**src/rtl/icache_pkg.sv**
```systemverilog
// Shared geometry and types for the instruction-cache refill path.
// Direct-mapped, 8 lines x 128 bits, 32-bit words.
package icache_pkg;

    localparam int WORD_W      = 32;
    localparam int LINE_W      = 128;
    localparam int OFFSET_BITS = 4;
    localparam int INDEX_BITS  = 3;
    localparam int TAG_BITS    = 25;
    localparam int LINE_ADDR_W = WORD_W - OFFSET_BITS;

    typedef logic [LINE_ADDR_W-1:0] line_addr_t;

    typedef enum logic [1:0] {
        IDLE,
        CHECK,
        REQ,
        FILL
    } refill_state_e;

endpackage

```
**src/rtl/refill_line_buf.sv**
```systemverilog
// Beat counter and line assembly register for one cache-line refill.
// line_nxt already includes the beat being written this cycle.
module refill_line_buf
    import icache_pkg::*;
#(
    parameter int WORDS_PER_LINE = 4,
    parameter int BEAT_W         = $clog2(WORDS_PER_LINE)
) (
    input  logic                             CLK,
    input  logic                             RST_N,
    input  logic                             clr,
    input  logic                             we,
    input  logic [WORD_W-1:0]                wdata,
    output logic [BEAT_W-1:0]                beat,
    output logic                             last,
    output logic [WORDS_PER_LINE*WORD_W-1:0] line_nxt
);

    logic [BEAT_W-1:0]                beat_q, beat_d;
    logic [WORDS_PER_LINE*WORD_W-1:0] line_q, line_d;

    always_comb begin
        beat_d = beat_q;
        line_d = line_q;
        if (clr) begin
            beat_d = '0;
        end else if (we) begin
            for (int k = 0; k < WORDS_PER_LINE; k++) begin
                if (beat_q == BEAT_W'(k))
                    line_d[k*WORD_W +: WORD_W] = wdata;
            end
            beat_d = beat_q + 1'b1;
        end
    end

    always_ff @(posedge CLK or negedge RST_N) begin
        if (!RST_N) begin
            beat_q <= '0;
            line_q <= '0;
        end else begin
            beat_q <= beat_d;
            line_q <= line_d;
        end
    end

    assign beat     = beat_q;
    assign last     = (beat_q == BEAT_W'(WORDS_PER_LINE - 1));
    assign line_nxt = line_d;

endmodule

```
**src/rtl/icache_refill_ctrl.sv**
```systemverilog
// Instruction-cache miss handler: stalls fetch on a miss, reads the line
// beat by beat from main memory and hands it to the cache fill port.
module icache_refill_ctrl
    import icache_pkg::*;
#(
    parameter int WORDS_PER_LINE = 4,
    parameter int CNT_W          = 16
) (
    input  logic                             CLK,
    input  logic                             RST_N,
    input  logic                             fetch_valid,
    input  logic [31:0]                      fetch_addr,
    input  logic                             cache_hit,
    output logic                             stall,
    output logic                             mem_req,
    output logic [31:0]                      mem_addr,
    input  logic                             mem_ack,
    input  logic [31:0]                      mem_rdata,
    output logic                             fill_valid,
    output logic [31:0]                      fill_addr,
    output logic [WORDS_PER_LINE*WORD_W-1:0] fill_line,
    output logic [CNT_W-1:0]                 miss_count
);

    localparam int BEAT_W = $clog2(WORDS_PER_LINE);

    refill_state_e                    state_q, state_d;
    line_addr_t                       line_addr_q, line_addr_d;
    logic [CNT_W-1:0]                 miss_count_q, miss_count_d;
    logic [31:0]                      fill_addr_q, fill_addr_d;
    logic [WORDS_PER_LINE*WORD_W-1:0] fill_line_q, fill_line_d;

    logic                             buf_clr, buf_we, buf_last;
    logic [BEAT_W-1:0]                buf_beat;
    logic [WORDS_PER_LINE*WORD_W-1:0] buf_line_nxt;
    logic [OFFSET_BITS-1:0]           word_off;

    // Only the line part of the fetch address matters to the refill.
    logic unused_fetch_offset;
    assign unused_fetch_offset = ^fetch_addr[OFFSET_BITS-1:0];

    refill_line_buf #(
        .WORDS_PER_LINE (WORDS_PER_LINE),
        .BEAT_W         (BEAT_W)
    ) u_buf (
        .CLK      (CLK),
        .RST_N    (RST_N),
        .clr      (buf_clr),
        .we       (buf_we),
        .wdata    (mem_rdata),
        .beat     (buf_beat),
        .last     (buf_last),
        .line_nxt (buf_line_nxt)
    );

    assign word_off = OFFSET_BITS'({buf_beat, 2'b00});

    always_comb begin
        state_d      = state_q;
        line_addr_d  = line_addr_q;
        miss_count_d = miss_count_q;
        fill_addr_d  = fill_addr_q;
        fill_line_d  = fill_line_q;
        buf_clr      = 1'b0;
        buf_we       = 1'b0;
        stall        = 1'b0;
        mem_req      = 1'b0;
        mem_addr     = '0;
        fill_valid   = 1'b0;

        case (state_q)
            IDLE: begin
                if (fetch_valid)
                    state_d = CHECK;
            end
            CHECK: begin
                if (cache_hit) begin
                    state_d = IDLE;
                end else begin
                    stall       = 1'b1;
                    line_addr_d = fetch_addr[31:OFFSET_BITS];
                    buf_clr     = 1'b1;
                    if (miss_count_q != '1)
                        miss_count_d = miss_count_q + 1'b1;
                    state_d     = REQ;
                end
            end
            REQ: begin
                stall    = 1'b1;
                mem_req  = 1'b1;
                mem_addr = {line_addr_q, word_off};
                if (mem_ack) begin
                    buf_we = 1'b1;
                    // Capture on the last ack so the line is valid during FILL.
                    if (buf_last) begin
                        fill_addr_d = {line_addr_q, {OFFSET_BITS{1'b0}}};
                        fill_line_d = buf_line_nxt;
                        state_d     = FILL;
                    end
                end
            end
            FILL: begin
                stall      = 1'b1;
                fill_valid = 1'b1;
                state_d    = CHECK;
            end
            default: state_d = IDLE;
        endcase
    end

    always_ff @(posedge CLK or negedge RST_N) begin
        if (!RST_N) begin
            state_q      <= IDLE;
            line_addr_q  <= '0;
            miss_count_q <= '0;
            fill_addr_q  <= '0;
            fill_line_q  <= '0;
        end else begin
            state_q      <= state_d;
            line_addr_q  <= line_addr_d;
            miss_count_q <= miss_count_d;
            fill_addr_q  <= fill_addr_d;
            fill_line_q  <= fill_line_d;
        end
    end

    assign fill_addr  = fill_addr_q;
    assign fill_line  = fill_line_q;
    assign miss_count = miss_count_q;

endmodule

```
**config.mk**
```make
export PLATFORM = sky130hd
export DESIGN_NAME = icache_refill_ctrl
export DESIGN_NICKNAME = d
export VERILOG_FILES = /design/src/rtl/icache_pkg.sv /design/src/rtl/refill_line_buf.sv /design/src/rtl/icache_refill_ctrl.sv
export SDC_FILE = /design/constraint.sdc
export NUM_CORES = 1
export LEC_CHECK = 0
export CORE_UTILIZATION = 40
export DETAILED_ROUTE_END_ITERATION = 16
export PLACE_DENSITY_LB_ADDON = 0.08
export SLEW_MARGIN = 10
export SYNTH_ARGS = -nofsm -noshare
export SYNTH_HDL_FRONTEND = slang
export SYNTH_SLANG_ARGS = --single-unit
```
**constraint.sdc**
```tcl
create_clock -name CLK -period 5.6 [get_ports CLK]
set_input_delay 1.12 -clock CLK [delete_from_list [all_inputs] [get_ports CLK]]
set_output_delay 1.12 -clock CLK [all_outputs]
set_load 0.01 [all_outputs]
```
==> key figures <==
Critical path
  – CP max stage delay: 0.74 ns
  – CP Capture Type: primary output
  – Worst R2R Path Depth: 6
  – Cell Chain, Critical Path: inv_1 -> ha_1 -> buf_4 -> nor3_1 -> nor2_1 -> clkdlybuf4s50_1
  – Worst R2R Start: state_q[0]
  – Worst Path Arrival: around 2.9 ns
  – Slowest stage cell, crit path: ha_1
  – Critical-path maximum fanout: 22
  – FF-to-FF End: fill_line[11]
  – Startpoint Class: register
  – WS Path Type: reg -> out
  – Worst reg-to-reg setup slack: approximately 2.3 ns
  – Crit path required time: 4.48 ns

Pwr
  – P_leak: 8.793 nW
  – Clock power share: 0.379
  – P_int: 4.711 mW
  – Register share of total power: 0.457
  – Worst vdd ir: 0.0002248 V
  – Combinational power share: 0.164
  – Power density over the cells: 358.3 nW/um^2
  – Switching Fraction: 0.2576
  – P_sw: 1.634 mW

CTS
  – Clock transition at path regs: 0.06 ns
  – CTS sink count: 332
  – CTS Buf Count: 37
  – CTS H-tree depth: 2
  – Insertion delay to the later sink of the worst-skew pair: 0.52 ns
  – CTS Root Cell: clkbuf_16
  – Post_cts resized: 0
  – CTS tree: built
  – Total setup buffers inserted after CTS: 0
  – CTS Hold Bufs: 0
  – Clock buffer depth: 3

Synth
  – Sequential share of the synthesized area: 0.6185
  – Async set-reset flop share out of synthesis: 1.000
  – Synth cell types: 32
  – EDFF count, synth: 0
  – Yosys warnings: 0
  – Synthesis-stage register bit count: 332
  – Cell count after synthesis: approximately 940
  – Synthesized area: 13430 um^2
  – Primary FF master, synth: dfrtp_1
  – Synthesized area per cell: 14.33 um^2

Routing
  – WL per Instance: 17.74 um
  – Final wirelength: 29720 um
  – Via density per instance: 4.804
  – Detail Route Antenna Nets: 0
  – Initial detailed-routing violation count: 274
  – Detailed-route via count: around 8000
  – Drt pass-1 iters: 4
  – DRC violations left: 0

Place
  – Final HPWL DP: 18030 um
  – Buffers added on ports: 269
  – RD Place Congestion: 0.8121

Timing
  – Worst slew margin: 0.3267
  – Final setup violation count: 0
  – Hold Fails Final Rpt: 0
  – Clk_skew: 0.02242 ns
  – Fin. max-slew vios: 0
  – Hold slack: 0.4737 ns
  – Setup TNS: 0 ns
  – Tcrit/Tclk final: 0.7159
  – Worst-margin pin slew: 1.010 ns
  – Post-layout minimum cycle time: 4.009 ns
  – Achievable frequency: 0.2494 GHz
  – RSZ-0062 raised after global routing: false

Floorplanning
  – Row cnt: 66
  – Initial Util: 0.4097
  – Die Y: 185.2 um
  – Die Width: 185.2 um
  – Die Area: 34320 um^2
  – IO Pins: 280
  – CORE AREA: 32780 um^2

Layout
  – Final nets: about 1300
  – ANT cells: 0
  – Fraction of layout cells with a size suffix above 1: 0.2644
  – Area grow syn2layout: 31.86%

GRT
  – Initial antenna violation count: 1
  – Pin count of the biggest net entering global routing: 189
  – Gr ovfl total: 0
  – First-pass GRT wire length: 47500 um
  – Vias in the first global route: 8293
  – Total GRT Usage: 0.1781

Flow run
  – Max-capacitance violation count: 0

Outcome
  – Status: completed

Hold path
  – Hold path endpoint: fill_line[104]
  – Min-delay src: fill_line[104]
  – Worst hold-check path type: reg -> reg
  – Worst Hold Depth: 2
cell type report:
type / instances / area [um^2]
clock inverters: 20 / 158.9
clock buffers: 48 / 1060
multi-input cells: 551 / 4813
inverters: 4 / 15.01
flip-flops and latches: 332 / 8308
fillers: 2829 / 15070
well taps: 442 / 553.0
repair buffers: 278 / 2803
worst max path at each step:
stage / cells past startpoint / start / slack (ns) / end
after CTS: 6 / state_q[0] / 1.49 / stall
after global placement: 6 / cache_hit / 1.64 / fill_line[12]
after floorplan: 4 / cache_hit / 2.89 / stall
after global routing: 6 / state_q[0] / 1.37 / stall
after detailed placement: 6 / cache_hit / 1.63 / fill_line[15]
final: 6 / state_q[0] / 1.59 / stall
cells in the final DEF, fill, tap and decap left out, types with 2 or more instances in the layout:
| cell type | n |
|---|---|
| dfrtp_1 | 332 |
| clkdlybuf4s50_1 | 268 |
| mux2_2 | 196 |
| nand2_1 | 124 |
| mux2_4 | 48 |
| clkbuf_16 | 39 |
| o21ai_0 | 33 |
| mux2i_1 | 32 |
| and2_1 | 30 |
| xor2_1 | 15 |
| clkinv_2 | 15 |
| ha_1 | 10 |
| mux2_1 | 9 |
| nor4_1 | 8 |
| nor2_1 | 6 |
| nand4_1 | 6 |
| conb_1 | 6 |
| buf_4 | 6 |
| nor3_1 | 5 |
| nand3_1 | 5 |
| clkbuf_8 | 5 |
| inv_1 | 4 |
| clkbuf_1 | 4 |
| nand4_4 | 3 |
| a21oi_1 | 3 |
| buf_12 | 3 |
| nor4b_1 | 2 |
| bufinv_16 | 2 |
| clkinvlp_4 | 2 |
routing by layer:
metal,up-vias,track usage,part of all wire
li1,3740,-,-
met2,195,0.2751,0.45
met1,4066,0.2434,0.46
met5,-,0,0
met4,0,0.05157,0.023
met3,46,0.05033,0.067
critical path, delay by kind of cell (launching register included):
kind,cells,cell delay [ns]
buffers and inverters,3,1.05
adder cells (fa/ha/maj),1,0.74
AND/OR/NAND/NOR,2,0.18
flip-flops,1,0.43
cell usage after synthesis (9+ instances only):
cell | number | area [um^2]
dfrtp_1 | 332 | 8308
mux2i_1 | 32 | 320.3
mux2_1 | 9 | 101.4
o21ai_0 | 33 | 165.2
nand2_1 | 124 | 465.5
and2_1 | 30 | 187.7
xor2_1 | 15 | 131.4
buf_2 | 17 | 85.08
buf_4 | 11 | 82.58
ha_1 | 10 | 125.1
clkbuf_1 | 13 | 48.80
buf_6 | 10 | 112.6
mux2_2 | 196 | 2207
mux2_4 | 48 | 720.7
sequential cells by signal, summed over array words and instances, names as in the netlist:
signal and count:
fill_addr 28, fill_line 128, line_addr_q 28, miss_count 16, state_q 2, u_buf.beat 2
u_buf.line_q 128
through the flow:
step | instances | instance area [um^2] | util | worst slack (ns) | power (mW)
2_1_floorplan | 942 | 13450 | - | 2.891 | 3.589
3_3_place_gp | 1607 | 16490 | 0.5031 | 1.643 | 3.977
3_5_place_dp | 1607 | 16490 | 0.5031 | 1.627 | 4.002
4_1_cts | 1675 | 17710 | 0.5402 | 1.492 | 6.458
5_1_grt | 1675 | 17710 | 0.5402 | 1.367 | 6.685
6_report | 1675 | 17710 | 0.5402 | 1.591 | 6.345
cells by family (layout without fill, tap and decap cells):
| family | count (synthesis) | after routing | synth area share |
|---|---|---|---|
| buf+inv | 59 | 350 | 0.02673 |
| fa+ha+maj | 10 | 10 | 0.009315 |
| flops | 332 | 332 | 0.6185 |
| simple gates | 197 | 197 | 0.07136 |
| compound gates | 37 | 37 | 0.01397 |
| mux | 285 | 285 | 0.2494 |
| xor+xnor | 16 | 16 | 0.01043 |
| other cells | 1 | 6 | 0.0002792 |
power by group through the flow:
stage	Combinational, mW	Clock, mW	Sequential, mW
global route	1.17	2.58	2.94
global placement	1.05	0	2.93
floorplan	0.677	0	2.91
detailed placement	1.06	0	2.94
finish	1.04	2.40	2.90
CTS	1.07	2.49	2.90
No activity file was read; power rests on OpenSTA's default activity.
